--- config.mk ---
export PLATFORM = sky130hd
export DESIGN_NAME = mem_arbiter_flat
export DESIGN_NICKNAME = d
export VERILOG_FILES = /design/src/rtl/mem_arbiter_if.sv /design/src/rtl/mem_arbiter.sv /design/src/flat_wrapper.sv
export SDC_FILE = /design/constraint.sdc
export NUM_CORES = 1
export LEC_CHECK = 0
export ABC_CLOCK_PERIOD_IN_PS = 1840
export CAP_MARGIN = 20
export CORE_MARGIN = 2
export CORE_UTILIZATION = 33
export CTS_BUF_LIST = sky130_fd_sc_hd__clkbuf_4
export CTS_CLUSTER_SIZE = 8
export DETAILED_ROUTE_END_ITERATION = 8
export GPL_TIMING_DRIVEN = 0
export PLACE_DENSITY = 0.73
export SKIP_CTS_REPAIR_TIMING = 1
export SKIP_LAST_GASP = 1
export SLEW_MARGIN = 20
export SYNTH_ARGS = -nofsm -noshare
export SYNTH_HDL_FRONTEND = slang
export SYNTH_SLANG_ARGS = --single-unit
--- constraint.sdc ---
create_clock -name CK -period 1.84 [get_ports CK]
set_input_delay 0.368 -clock CK [delete_from_list [all_inputs] [get_ports CK]]
set_output_delay 0.368 -clock CK [all_outputs]
set_load 0.01 [all_outputs]
--- src/rtl/mem_arbiter_if.sv ---
// Bus bundle for mem_arbiter: two requester ports plus the shared memory port.
// Handshake: a requester raises REQx with RWx/ADDRx/WDATAx stable and holds them until ACKx (a one-cycle pulse), then drops REQx.
interface mem_arbiter_if #(
  parameter int DW = 16,
  parameter int AW = 16
);
  logic          REQ0;
  logic          RW0;
  logic [AW-1:0] ADDR0;
  logic [DW-1:0] WDATA0;
  logic          ACK0;
  logic          REQ1;
  logic          RW1;
  logic [AW-1:0] ADDR1;
  logic [DW-1:0] WDATA1;
  logic          ACK1;
  logic [DW-1:0] RDATA;
  logic [1:0]    OWNER;
  logic [AW-1:0] MA;
  logic [DW-1:0] MDO;
  logic [DW-1:0] MDI;
  logic          MRW;
  logic          MEN;

  modport slave (
    input  REQ0, RW0, ADDR0, WDATA0, REQ1, RW1, ADDR1, WDATA1, MDI,
    output ACK0, ACK1, RDATA, OWNER, MA, MDO, MRW, MEN
  );

  modport master (
    output REQ0, RW0, ADDR0, WDATA0, REQ1, RW1, ADDR1, WDATA1, MDI,
    input  ACK0, ACK1, RDATA, OWNER, MA, MDO, MRW, MEN
  );
endinterface

--- src/rtl/mem_arbiter.sv ---
// Two-requester round-robin arbiter over one fixed-latency memory (RW=1 load, RW=0 store).
// Define ARB_FIXED_PRIO_EN to make requester 0 always win ties instead of round-robin.
module mem_arbiter #(
  parameter int DW  = 16,
  parameter int AW  = 16,
  parameter int LAT = 1
) (
  input  logic       CK,
  input  logic       RST,
  mem_arbiter_if.slave bus,
  output logic [1:0] dbg_state_o
);
  typedef enum logic [1:0] {IDLE = 2'd0, ACCESS = 2'd1, RESP = 2'd2} state_t;

  localparam logic [3:0] CNT_INIT = 4'(LAT - 1);

  state_t        state_q;
  logic [3:0]    cnt_q;
  logic          ack0_q, ack1_q;
  logic [1:0]    owner_q;
  logic [AW-1:0] ma_q;
  logic [DW-1:0] mdo_q;
  logic [DW-1:0] rdata_q;
  logic          mrw_q, men_q;
  logic          grant1_d;

`ifdef ARB_FIXED_PRIO_EN
  always_comb grant1_d = !bus.REQ0;
`else
  logic last_q;
  // On a tie the requester that was not served last wins.
  always_comb grant1_d = bus.REQ1 && (!bus.REQ0 || !last_q);
`endif

  always_ff @(posedge CK) begin
    if (RST) begin
      state_q <= IDLE;
      cnt_q   <= '0;
      ack0_q  <= 1'b0;
      ack1_q  <= 1'b0;
      owner_q <= 2'b00;
      ma_q    <= '0;
      mdo_q   <= '0;
      rdata_q <= '0;
      mrw_q   <= 1'b1;
      men_q   <= 1'b0;
`ifndef ARB_FIXED_PRIO_EN
      last_q  <= 1'b1;
`endif
    end else begin
      case (state_q)
        IDLE: begin
          if (bus.REQ0 || bus.REQ1) begin
            state_q <= ACCESS;
            men_q   <= 1'b1;
            cnt_q   <= CNT_INIT;
            if (grant1_d) begin
              owner_q <= 2'b10;
              ma_q    <= bus.ADDR1;
              mdo_q   <= bus.WDATA1;
              mrw_q   <= bus.RW1;
            end else begin
              owner_q <= 2'b01;
              ma_q    <= bus.ADDR0;
              mdo_q   <= bus.WDATA0;
              mrw_q   <= bus.RW0;
            end
          end
        end
        ACCESS: begin
          if (cnt_q == 4'd0) begin
            if (mrw_q) rdata_q <= bus.MDI;
            men_q   <= 1'b0;
            mrw_q   <= 1'b1;
            state_q <= RESP;
            if (owner_q[1]) ack1_q <= 1'b1;
            else            ack0_q <= 1'b1;
`ifndef ARB_FIXED_PRIO_EN
            last_q  <= owner_q[1];
`endif
          end else begin
            cnt_q <= cnt_q - 4'd1;
          end
        end
        RESP: begin
          ack0_q  <= 1'b0;
          ack1_q  <= 1'b0;
          owner_q <= 2'b00;
          state_q <= IDLE;
        end
        default: state_q <= IDLE;
      endcase
    end
  end

  assign bus.ACK0    = ack0_q;
  assign bus.ACK1    = ack1_q;
  assign bus.OWNER   = owner_q;
  assign bus.MA      = ma_q;
  assign bus.MDO     = mdo_q;
  assign bus.MRW     = mrw_q;
  assign bus.MEN     = men_q;
  assign bus.RDATA   = rdata_q;
  assign dbg_state_o = state_q;
endmodule

--- src/flat_wrapper.sv ---
// flat-port wrapper written by rule: the top's interface ports become plain ports
module mem_arbiter_flat 
#(
  parameter int DW  = 16,
  parameter int AW  = 16,
  parameter int LAT = 1
)
  (CK, RST, dbg_state_o, bus_REQ0, bus_RW0, bus_ADDR0, bus_WDATA0, bus_REQ1, bus_RW1, bus_ADDR1, bus_WDATA1, bus_MDI, bus_ACK0, bus_ACK1, bus_RDATA, bus_OWNER, bus_MA, bus_MDO, bus_MRW, bus_MEN);
  mem_arbiter_if #(.DW(DW), .AW(AW)) bus_i ();
  input  logic CK;
  input  logic RST;
  output logic [1:0] dbg_state_o;
  input wire logic [$bits(bus_i.REQ0)-1:0] bus_REQ0;
  input wire logic [$bits(bus_i.RW0)-1:0] bus_RW0;
  input wire logic [$bits(bus_i.ADDR0)-1:0] bus_ADDR0;
  input wire logic [$bits(bus_i.WDATA0)-1:0] bus_WDATA0;
  input wire logic [$bits(bus_i.REQ1)-1:0] bus_REQ1;
  input wire logic [$bits(bus_i.RW1)-1:0] bus_RW1;
  input wire logic [$bits(bus_i.ADDR1)-1:0] bus_ADDR1;
  input wire logic [$bits(bus_i.WDATA1)-1:0] bus_WDATA1;
  input wire logic [$bits(bus_i.MDI)-1:0] bus_MDI;
  output wire logic [$bits(bus_i.ACK0)-1:0] bus_ACK0;
  output wire logic [$bits(bus_i.ACK1)-1:0] bus_ACK1;
  output wire logic [$bits(bus_i.RDATA)-1:0] bus_RDATA;
  output wire logic [$bits(bus_i.OWNER)-1:0] bus_OWNER;
  output wire logic [$bits(bus_i.MA)-1:0] bus_MA;
  output wire logic [$bits(bus_i.MDO)-1:0] bus_MDO;
  output wire logic [$bits(bus_i.MRW)-1:0] bus_MRW;
  output wire logic [$bits(bus_i.MEN)-1:0] bus_MEN;
  assign bus_i.REQ0 = bus_REQ0;
  assign bus_i.RW0 = bus_RW0;
  assign bus_i.ADDR0 = bus_ADDR0;
  assign bus_i.WDATA0 = bus_WDATA0;
  assign bus_i.REQ1 = bus_REQ1;
  assign bus_i.RW1 = bus_RW1;
  assign bus_i.ADDR1 = bus_ADDR1;
  assign bus_i.WDATA1 = bus_WDATA1;
  assign bus_i.MDI = bus_MDI;
  assign bus_ACK0 = bus_i.ACK0;
  assign bus_ACK1 = bus_i.ACK1;
  assign bus_RDATA = bus_i.RDATA;
  assign bus_OWNER = bus_i.OWNER;
  assign bus_MA = bus_i.MA;
  assign bus_MDO = bus_i.MDO;
  assign bus_MRW = bus_i.MRW;
  assign bus_MEN = bus_i.MEN;
  mem_arbiter #(.DW(DW), .AW(AW), .LAT(LAT)) u_core (.CK(CK), .RST(RST), .bus(bus_i), .dbg_state_o(dbg_state_o));
endmodule
==> flow_summary.yaml, run 1 <==
die:
  io_pins: 142
  dieArea_um2: 9009
  core_um2: 8093
  die_width_um: 94.92
  rows: 33
  chipHeight_um: 94.92
  initial_core_util_pct: 33.70
final_layout:
  layout_common_cells: "clkdlybuf4s50_1 (140), dfxtp_1 (60), nand4_1 (38), a21oi_1 (26), nand3_1 (24)"
  mostFrequentLayoutCell: "clkdlybuf4s50_1"
  diodes: 0
  syn2layout_area_growth_pct: 60.18
  fin_cells: 583
  final_area_um2: 4369
  nNetsFinal: 561
  drive_gt1_share_pct: 5.439
setup_path:
  setup.worst_path.class: "register to primary output"
  crit_path_end_kind: "primary output"
  crit_chain: "clkdlybuf4s50_1"
  cpLargestDelayFamily: "buffers and inverters"
  critical_path.n_buffers_inverters: 1
  cp.arrival_ns: 1.39
  required_ns: 1.47
  crit_path_max_fanout: 7
  cp-start-kind: "register"
  max_stage_delay_ns: 0.59
  worstRegToRegCells: 6
  path_depth: 1
  crit_slowest_cell: "clkdlybuf4s50_1"
power:
  irDropWorstVdd_mv: 0.3363
  p_per_area_nw_per_um2: 717.1
  power_leakage_nw: 1.558
global_routing:
  grt_max_degree: 11
  grt_overflow_total: 0
  grt_pass1_wl_um: 15350
  grt_pass1_vias: 3240
  antenna_found_initial: 0
  gr-usage-all-layers_pct: 21.86
sta:
  clock.fmax_ghz: 0.5693
  finalCritPeriodShare_pct: 95.46
  max_slew_margin_pct: 64.93
  max_slew.worst_pin.slew_ns: 0.5261
  fin_setup_tns_ns: 0
  drv_slew: 0
  fin_crit_ns: 1.756
  setup_viol: 0
  finalHoldViolations: 0
  grt_setup_unrepaired: "true"
  setup_slack_ns: 0.08358
  clock_skew_ns: 0.01561
synthesis:
  ys_warn_count: 0
  synth_fp_nets: 410
  syn_area_um2: 2728
  ys.flop_type: "dfxtp_1"
  syn_inst: 323
  synth-edff-count: 0
  seq_area_frac_synth_pct: 44.77
  ys_ff_latch: 61
  synthArstFlopShare_pct: 0
  syn_avg_cell_area_um2: 8.445
  synth_cell_types: 37
min_path:
  whs_path_depth: 2
  hold_path.class: "register to register"
cts:
  clock_path_buffers: 2
  clk_latency_ns: 0.39
  cts.sinks: 61
  cts_tree: "done"
  htree_levels: 3
  cts-root-buf: "clkbuf_4"
  clkSlewWorstSetupHoldPaths_ns: 0.11
  cts_made_buffers: 9
place:
  hpwl_um: 7125
  dp_slack_ns: -0.3910
  dpl_cell_area_um2: 4260
  dp_cells: 568
  port_buffers: 140
  gp_congestion: 0.8259
run_status:
  outcome: "complete, no violations"
routing:
  first_pass_iters: 5
  drcViolationCount: 0
  num_vias: 3199
  vias_per_cell: 5.487
  wl_um: 9697
  drt_iter0_drc: 130
  antenna_left: 0
  post_drt_wl_per_cell_um: 16.63
job:
  drv_cap: 0
[state kept, by name, indices dropped and copies added (netlist names)]
register            count
u_core.bus.MDO         16
u_core.bus.MEN          1
u_core.bus.ACK1         1
u_core.bus.RDATA       16
u_core.bus.MA          16
u_core.cnt_q            4
u_core.bus.OWNER        2
u_core.bus.MRW          1
u_core.bus.ACK0         1
u_core.dbg_state_o      2
u_core.last_q           1
[path summary, 6_finish.rpt]
check / start / slack, ns / endpoint
setup reg to reg: u_core.cnt_q[0] / 0.09 / u_core.last_q
hold reg to reg: u_core.bus.ACK0 / 0.46 / u_core.bus.ACK0
hold / removal: u_core.bus.ACK0 / 0.46 / u_core.bus.ACK0
setup / recovery: u_core.dbg_state_o[1] / 0.08 / dbg_state_o[1]
[cell families after synthesis]
group | after synthesis | synth area share (%)
adder cells (fa/ha/maj) | 1 | 0.4586
buffers and inverters | 54 | 8.302
flip-flops | 61 | 44.77
AO/OA/AOI/OAI | 112 | 26.42
AND/OR/NAND/NOR | 95 | 20.05
[where the power goes]
| group | internal, mW | switching [mW] |
|---|---|---|
| sequential | 1.43 | 0.0651 |
| clock | 0.264 | 0.461 |
| combinational | 0.484 | 0.424 |
| total | 2.18 | 0.950 |
[cell type report]
type | count | area, um^2
well taps | 105 | 131.4
multi-input cells | 208 | 1289
clock buffers | 10 | 75.07
repair buffers | 140 | 1401
inverters | 15 | 56.30
fillers | 774 | 3724
flip-flops and latches | 61 | 1222
plain buffers | 39 | 175.2
clock inverters | 5 | 18.77
[Yosys cell counts (all sizes together) (2+ instances only)]
cell type	instances	share of area, %
nor2	4	0.55
a31oi	22	5.0
nand3	24	4.4
o31ai	16	4.4
a32oi	2	0.64
o211ai	2	0.55
o21ai	26	4.8
nor3	10	1.8
inv	14	1.9
dfxtp	61	45
clkbuf	26	3.6
nand2	4	0.55
nand4	38	8.7
nand2b	3	0.69
a21oi	26	4.8
a221o	10	3.7
buf	13	2.7
or4	2	0.55
o221ai	2	0.64
or3	4	0.92
[routing by layer]
metal  global-route usage, %  routed length, um  up-vias
li1                        -                  -     1532
met1                   25.91               3966     1497
met2                   36.82               4689      155
met3                   6.943                895       15
met4                   8.213                145        0
met5                       0                  0        -
[through the flow]
| step | power [mW] | hold slack [ns] | utilization (%) |
|---|---|---|---|
| after global routing | 3.309 | 0.4870 | 53.99 |
| after detailed placement | 2.433 | 0.4479 | 52.64 |
| after CTS | 3.169 | 0.4636 | 53.80 |
| after floorplan | 1.908 | 0.4617 | - |
| after global placement | 2.419 | 0.4537 | 52.64 |
| final | 3.133 | 0.4601 | 53.99 |
No activity file was read; power rests on OpenSTA's default activity.
==> run 2, diff against run 1 <==
- RECOVER_POWER: not set -> 25
==> flow_summary.yaml, run 2 (synthesis gave the netlist of run 1 again) <==
final_layout:
  multi_input_area_um2: 1289
  diodes: 0
  mostFrequentLayoutCell: "clkdlybuf4s50_1"
  drive_gt1_share_pct: 5.439
  nNetsFinal: 561
  syn2layout_area_growth_pct: 60.18
  seqCellArea_um2: 1222
  layout_common_cells: "clkdlybuf4s50_1 (140), dfxtp_1 (60), nand4_1 (38), a21oi_1 (26), nand3_1 (24)"
  post-route-util_pct: 53.99
  n_fill_cell: 774
die:
  rows: 33
  core_um2: 8093
  chipHeight_um: 94.92
  dieArea_um2: 9009
  io_pins: 142
  die_width_um: 94.92
  initial_core_util_pct: 33.70
run_status:
  outcome: "complete, no violations"
power:
  irDropWorstVdd_mv: 0.3371
  power_leakage_nw: 1.559
  p_per_area_nw_per_um2: 716.6
sta:
  drv_slew: 0
  fin_crit_ns: 1.757
  grt_setup_unrepaired: "true"
  clock.fmax_ghz: 0.5690
  whs_ns: 0.4592
  max_slew_margin_pct: 65.36
  finalHoldViolations: 0
  clock_skew_ns: 0.01142
  max_slew.worst_pin.slew_ns: 0.5196
  setup_viol: 0
  finalCritPeriodShare_pct: 95.51
global_routing:
  gr-usage-met3_pct: 6.943
  grtUsageMet2_pct: 36.82
  antenna_found_initial: 0
  use_met1_pct: 25.91
  grt_pass1_wl_um: 15350
  grt_max_degree: 11
  top_usage_layer: "met2"
  grt_pass1_vias: 3240
  grt_overflow_total: 0
  gr-usage-all-layers_pct: 21.86
cts:
  cts_tree: "done"
  clock_path_buffers: 2
  cts_made_buffers: 9
  htree_levels: 3
  clkSlewWorstSetupHoldPaths_ns: 0.10
  cts.sinks: 61
  cts-root-buf: "clkbuf_4"
  clk_latency_ns: 0.39
setup_path:
  crit_path_end_kind: "primary output"
  crit_slowest_cell: "clkdlybuf4s50_1"
  worstRegToRegCells: 6
  cpLargestDelayFamily: "buffers and inverters"
  cp-startpoint: "u_core.dbg_state_o[1]"
  setup.worst_path.class: "register to primary output"
  cp-start-kind: "register"
  endpoint: "dbg_state_o[1]"
  cp.arrival_ns: 1.39
  required_ns: 1.47
  crit_path_max_fanout: 7
  path_depth: 1
  r2r_start: "u_core.cnt_q[0]"
  max_stage_delay_ns: 0.59
  crit_chain: "clkdlybuf4s50_1"
  ff2ff_setup_slack_ns: 0.09
  r2r-end: "u_core.last_q"
  critical_path.n_buffers_inverters: 1
routing:
  drt_iter0_drc: 159
  wl_um: 9757
  num_vias: 3167
  first_pass_iters: 4
  post_drt_wl_per_cell_um: 16.74
  drcViolationCount: 0
  antenna_left: 0
  vias_per_cell: 5.432
place:
  hpwl_um: 7125
  port_buffers: 140
  gp_congestion: 0.8259
min_path:
  hold_path.class: "register to register"
job:
  drv_cap: 0
-- run 2: worst register-to-register path, cell delays in order, from the launching register on --
cell,delay (ns)
dfxtp_1,0.33
inv_1,0.08
ha_1,0.18
nor3b_4,0.29
clkbuf_2,0.29
nand2_1,0.16
a211o_1,0.32
-- run 2: power breakdown --
part / total (mW) / internal, mW / leakage, nW / switching (mW)
Combinational: 0.908 / 0.484 / 1.00 / 0.424
Clock: 0.723 / 0.264 / 0.0538 / 0.458
Sequential: 1.50 / 1.43 / 0.501 / 0.0659
Total: 3.13 / 2.18 / 1.56 / 0.948
-- run 2: worst min path at each step --
stage	to	slack [ns]	startpoint	cells after the start
floorplan	u_core.cnt_q[0]	0.46	u_core.cnt_q[0]	2
global placement	u_core.bus.ACK0	0.45	u_core.bus.ACK0	2
detailed placement	u_core.bus.ACK0	0.45	u_core.bus.ACK0	2
CTS	u_core.bus.ACK0	0.46	u_core.bus.ACK0	2
global route	u_core.bus.RDATA[5]	0.49	u_core.bus.RDATA[5]	2
finish	u_core.bus.ACK0	0.46	u_core.bus.ACK0	2
-- run 2: layer usage --
layer | part of all wire (%) | wire length (um) | up-vias
li1 | - | - | 1532
met1 | 42 | 4052 | 1495
met2 | 48 | 4709 | 127
met4 | 1.4 | 134 | 0
met5 | 0 | 0 | -
met3 | 8.8 | 860 | 13
-- run 2: area by class of cell --
type	count	share of cell area [%]
Timing Repair Buffer	140	32.07
Clock buffer	10	1.718
Multi-Input combinational cell	208	29.50
Tap cell	105	3.007
Inverter	15	1.289
Buffer	39	4.009
Sequential cell	61	27.98
Clock inverter	5	0.4296
-- run 2: metrics by stage --
stage	setup WS, ns	power (mW)	cell area, um^2	instances	setup TNS, ns
final	0.08254	3.131	4369	583	0
after global placement	-0.3943	2.419	4260	568	-11.19
after floorplan	0.2642	1.908	2728	323	0
after global routing	-0.04041	3.309	4369	583	-0.04041
after CTS	-0.1227	3.169	4354	583	-0.1227
after detailed placement	-0.3910	2.433	4260	568	-11.71
